--- config.mk ---
export PLATFORM = sky130hd
export DESIGN_NAME = btc_nonce_sequencer
export DESIGN_NICKNAME = d
export VERILOG_FILES = /design/src/rtl/btc_nonce_sequencer.sv
export SDC_FILE = /design/constraint.sdc
export NUM_CORES = 1
export LEC_CHECK = 0
export BUFFER_PORTS_ARGS = -buffer_cell sky130_fd_sc_hd__clkbuf_2
export CAP_MARGIN = 20
export CORE_UTILIZATION = 40
export DETAILED_ROUTE_END_ITERATION = 8
export MAX_ROUTING_LAYER = met4
export PLACE_DENSITY = 0.61
export SLEW_MARGIN = 20
export SYNTH_ARGS = -nofsm -noshare
export SYNTH_HDL_FRONTEND = slang
export SYNTH_SLANG_ARGS = --single-unit
export TNS_END_PERCENT = 10
--- constraint.sdc ---
create_clock -name wb_clk_i -period 5.7 [get_ports wb_clk_i]
set_clock_uncertainty 0.15 [all_clocks]
set_input_delay 0.285 -clock wb_clk_i [delete_from_list [all_inputs] [get_ports wb_clk_i]]
set_output_delay 0.285 -clock wb_clk_i [all_outputs]
set_load 0.1 [all_outputs]
--- src/rtl/btc_nonce_sequencer.sv ---
// Nonce-range sequencer for the double-SHA-256 mining core.
// It issues one nonce per job and checks each returned hash against the target.
module btc_nonce_sequencer #(
  parameter int NONCE_W     = 32,
  parameter int HASH_W      = 32,
  parameter int TIMEOUT_CYC = 1024
) (
  input  logic               wb_clk_i,
  input  logic               wb_rst_i,
  input  logic               start,
  input  logic               abort,
  input  logic [NONCE_W-1:0] nonce_first,
  input  logic [NONCE_W-1:0] nonce_last,
  input  logic [HASH_W-1:0]  target,
  input  logic               core_ready,
  output logic               core_start,
  output logic [NONCE_W-1:0] core_nonce,
  input  logic               core_done,
  input  logic [HASH_W-1:0]  hash_hi,
  output logic               busy,
  output logic               found,
  output logic               exhausted,
  output logic               timeout_err,
  output logic [NONCE_W-1:0] found_nonce,
  output logic [NONCE_W-1:0] attempts
);

  localparam int WD_W = $clog2(TIMEOUT_CYC);
  // The timeout fires on the cycle the watchdog would step to TIMEOUT_CYC-1.
  localparam logic [WD_W-1:0] WD_LAST = WD_W'(TIMEOUT_CYC - 2);

  typedef enum logic [1:0] {
    IDLE,
    ISSUE,
    WAIT,
    CHECK
  } state_t;

  state_t state, state_next;

  logic [NONCE_W-1:0] cur_nonce;
  logic [NONCE_W-1:0] last_reg;
  logic [HASH_W-1:0]  target_reg;
  logic [HASH_W-1:0]  hash_reg;
  logic [WD_W-1:0]    watchdog;
  logic               hit;
  logic               at_last;
  logic               wd_expired;

  assign hit        = (hash_reg <= target_reg);
  assign at_last    = (cur_nonce == last_reg);
  assign wd_expired = (watchdog == WD_LAST);
  assign core_nonce = cur_nonce;

  always_ff @(posedge wb_clk_i or posedge wb_rst_i) begin
    if (wb_rst_i) begin
      state <= IDLE;
    end else begin
      state <= state_next;
    end
  end

  // Abort overrides every other event, including the job launch itself.
  always_comb begin
    state_next = state;
    core_start = 1'b0;
    if (abort) begin
      state_next = IDLE;
    end else begin
      unique case (state)
        IDLE: begin
          if (start) state_next = ISSUE;
        end
        ISSUE: begin
          if (core_ready) begin
            core_start = 1'b1;
            state_next = WAIT;
          end
        end
        WAIT: begin
          if (core_done)       state_next = CHECK;
          else if (wd_expired) state_next = IDLE;
        end
        CHECK: begin
          if (hit || at_last) state_next = IDLE;
          else                state_next = ISSUE;
        end
        default: state_next = IDLE;
      endcase
    end
  end

  always_ff @(posedge wb_clk_i or posedge wb_rst_i) begin
    if (wb_rst_i) begin
      cur_nonce   <= '0;
      last_reg    <= '0;
      target_reg  <= '0;
      hash_reg    <= '0;
      watchdog    <= '0;
      busy        <= 1'b0;
      found       <= 1'b0;
      exhausted   <= 1'b0;
      timeout_err <= 1'b0;
      found_nonce <= '0;
      attempts    <= '0;
    end else if (abort) begin
      busy <= 1'b0;
    end else begin
      unique case (state)
        IDLE: begin
          if (start) begin
            cur_nonce   <= nonce_first;
            last_reg    <= nonce_last;
            target_reg  <= target;
            found       <= 1'b0;
            exhausted   <= 1'b0;
            timeout_err <= 1'b0;
            attempts    <= '0;
            found_nonce <= '0;
            busy        <= 1'b1;
          end
        end
        ISSUE: begin
          if (core_ready) watchdog <= '0;
        end
        WAIT: begin
          if (core_done) begin
            hash_reg <= hash_hi;
            if (attempts != '1) attempts <= attempts + NONCE_W'(1);
          end else if (wd_expired) begin
            timeout_err <= 1'b1;
            busy        <= 1'b0;
          end else begin
            watchdog <= watchdog + WD_W'(1);
          end
        end
        CHECK: begin
          // A hit on the final nonce reports found rather than exhausted.
          if (hit) begin
            found       <= 1'b1;
            found_nonce <= cur_nonce;
            busy        <= 1'b0;
          end else if (at_last) begin
            exhausted <= 1'b1;
            busy      <= 1'b0;
          end else begin
            cur_nonce <= cur_nonce + NONCE_W'(1);
          end
        end
        default: ;
      endcase
    end
  end

endmodule

==> flow_summary.ini <==
[status]
status = completed

[worst_hold_path]
hp-class = in -> reg
hold_path_depth = 4

[sta]
report.final.slew_viol_count = 0
fin_crit_sh = 0.641
hold_viol_final = 0
tns_ps = 0
fmax_ghz = 0.274
min_period_ps = 3650
rsz0062_at_grt = no
slew_headroom = 0.316
setup_viol = 0
worst_slew_pin_slew_ps = 1020

[synthesis]
ys_seq_area_frac = 0.478
synthTopCellsByArea = dfrtp_1 48%, mux2_2 9.8%, ha_1 4.7%
synth_top_cell_area_share = 0.478
async_flop_share = 1.00
yosys.area.top_type = dfrtp_1
syn_area_um2 = 10900
syn-instance-count = 1012
netlist-cell-type-count = 72
yosysWarnings = 0
synth_edf_count = 0
synth.most_common_cell = dfrtp_1
synth-seq-cells = 208
syn-mean-instance-area_um2 = 10.8
yosys-top-cells-count = 208 x dfrtp_1, 95 x mux2_2, 55 x nand2_1, 50 x inv_1, 43 x nor2_1
ys.flop_type = dfrtp_1
synthesis.nets = 1187

[final_layout]
final_nets = 1526
fill_cells = 2336
area_growth_pct = 32.5
fin_area_um2 = 14400
drive_above_1_share = 0.298

[clocking]
postCtsResizedCells = 0
cts_tree = yes
holdBufCountCts = 123
htree_levels = 1
root_buffer = clkbuf_16
numCtsBuffers = 26
postCtsSetupBuffers = 0
cts.sinks = 208
clk_pin_slew_ps = 60
clk_latency_ps = 520
clockBufferDepth = 3

[placed_design]
dpl.hpwl_um = 21400
gp_congestion = 0.842
port_buffers = 234
place_area_um2 = 12300

[critical_path]
worstSetupStartpointType = flip-flop
worstReg2RegStart = state[0]
regToRegEndpoint = found_nonce[4]
crit_arrival_ps = 3960
worstSetupPathType = reg -> reg
cp.required_ps = 6000
ff2ff_setup_slack_ps = 2050
r2r_cells = 9
end_kind = flip-flop
endpoint = found_nonce[4]
timing.critical_path.from = state[0]
critPathMaxFanout = 27

[routing]
route.detailed.drc = 0
wl_um = 31500
vias = 9365
drt_iter0_markers = 606
viasPerCell = 5.46
antenna_left = 0
wl_per_cell_um = 18.4
first_pass_iters = 5

[die]
die_w_um = 167
pin_count = 235
rows = 60
core-area_um2 = 26800
die_area_um2 = 27900
die_h_um = 167
floorplan.initialDensity = 0.406

[pwr]
leakage_nw = 6.76
p_total_w = 0.00781
power.density_nw_per_um2 = 541
peakVddDrop_mv = 0.280

[global_route]
grt_pass1_wl_um = 50300
grt.total_usage = 0.231
grt_pass1_vias = 9146
antenna_found_initial = 5
grt_start_max_net_pins = 104
grt-ovfl-total = 0

[job]
drv_cap = 0
-- per-stage QoR --
step,setup WS (ps),instances,hold slack [ps],utilization
2_1_floorplan,2560,1012,232,-
3_3_place_gp,2230,1540,215,0.460
3_5_place_dp,2140,1540,213,0.460
4_1_cts,2140,1710,2.02,0.537
5_1_grt,1820,1716,37.2,0.539
6_report,2050,1716,29.2,0.539
-- cell usage in the layout, fill, tap and decap left out, types with 29 or more instances in the layout --
cell type	Yosys	final
a21oi_1	33	33
a22o_1	32	32
and3_1	32	32
clkbuf_2	0	234
dfrtp_1	208	208
dlygate4sd3_1	0	123
ha_1	41	41
inv_1	50	49
mux2_2	95	95
nand2_1	55	55
nand3_1	34	33
nand4_1	29	29
nor2_1	43	41
o21ai_0	29	29
xor2_1	37	37
-- cell type report --
cell class	instances	area, um2	area share
timing repair buffer	367	2510	0.174
antenna	5	12.5	0.000867
sequential	208	5200	0.361
clock inverter	9	72.6	0.00503
inverter	50	191	0.0133
multi-input combinational	698	5260	0.364
tap	341	427	0.0296
clock buffer	38	757	0.0524
-- critical path, stage by stage (launching register included) --
cell	delay, ps
dfrtp_1	410
inv_1	120
ha_1	290
nand2b_1	140
nand2_1	200
nor2_2	830
nand2_1	230
nor2_2	670
buf_4	360
a22o_1	180
-- worst min path at each step --
stage / start / endpoint / slack [ps]
2_1_floorplan: abort / state[1] / 230
3_3_place_gp: wb_rst_i / found_nonce[18] / 210
3_5_place_dp: wb_rst_i / found_nonce[18] / 210
4_1_cts: nonce_first[4] / core_nonce[4] / 2
5_1_grt: core_done / timeout_err / 40
6_report: nonce_first[23] / core_nonce[23] / 30
-- cell families after synthesis --
group / after synthesis / share of synthesized area
flops: 208 / 0.478
fa+ha+maj: 41 / 0.0471
compound gates: 220 / 0.145
xor+xnor: 43 / 0.0346
simple gates: 291 / 0.148
mux: 103 / 0.106
buf+inv: 106 / 0.0419
-- layer usage --
layer | wire, um | GRT usage
met1 | 14000 | 0.302
met2 | 14700 | 0.359
met3 | 1830 | 0.0428
met4 | 983 | 0.0797
met5 | 0 | -
-- power breakdown --
part	internal (W)	total, W	switching, W
Sequential	0.00199	0.00255	0.000563
Clock	0.000960	0.00159	0.000633
Combinational	0.00117	0.00366	0.00248
Total	0.00412	0.00781	0.00368
No activity file was read; power rests on OpenSTA's default activity.
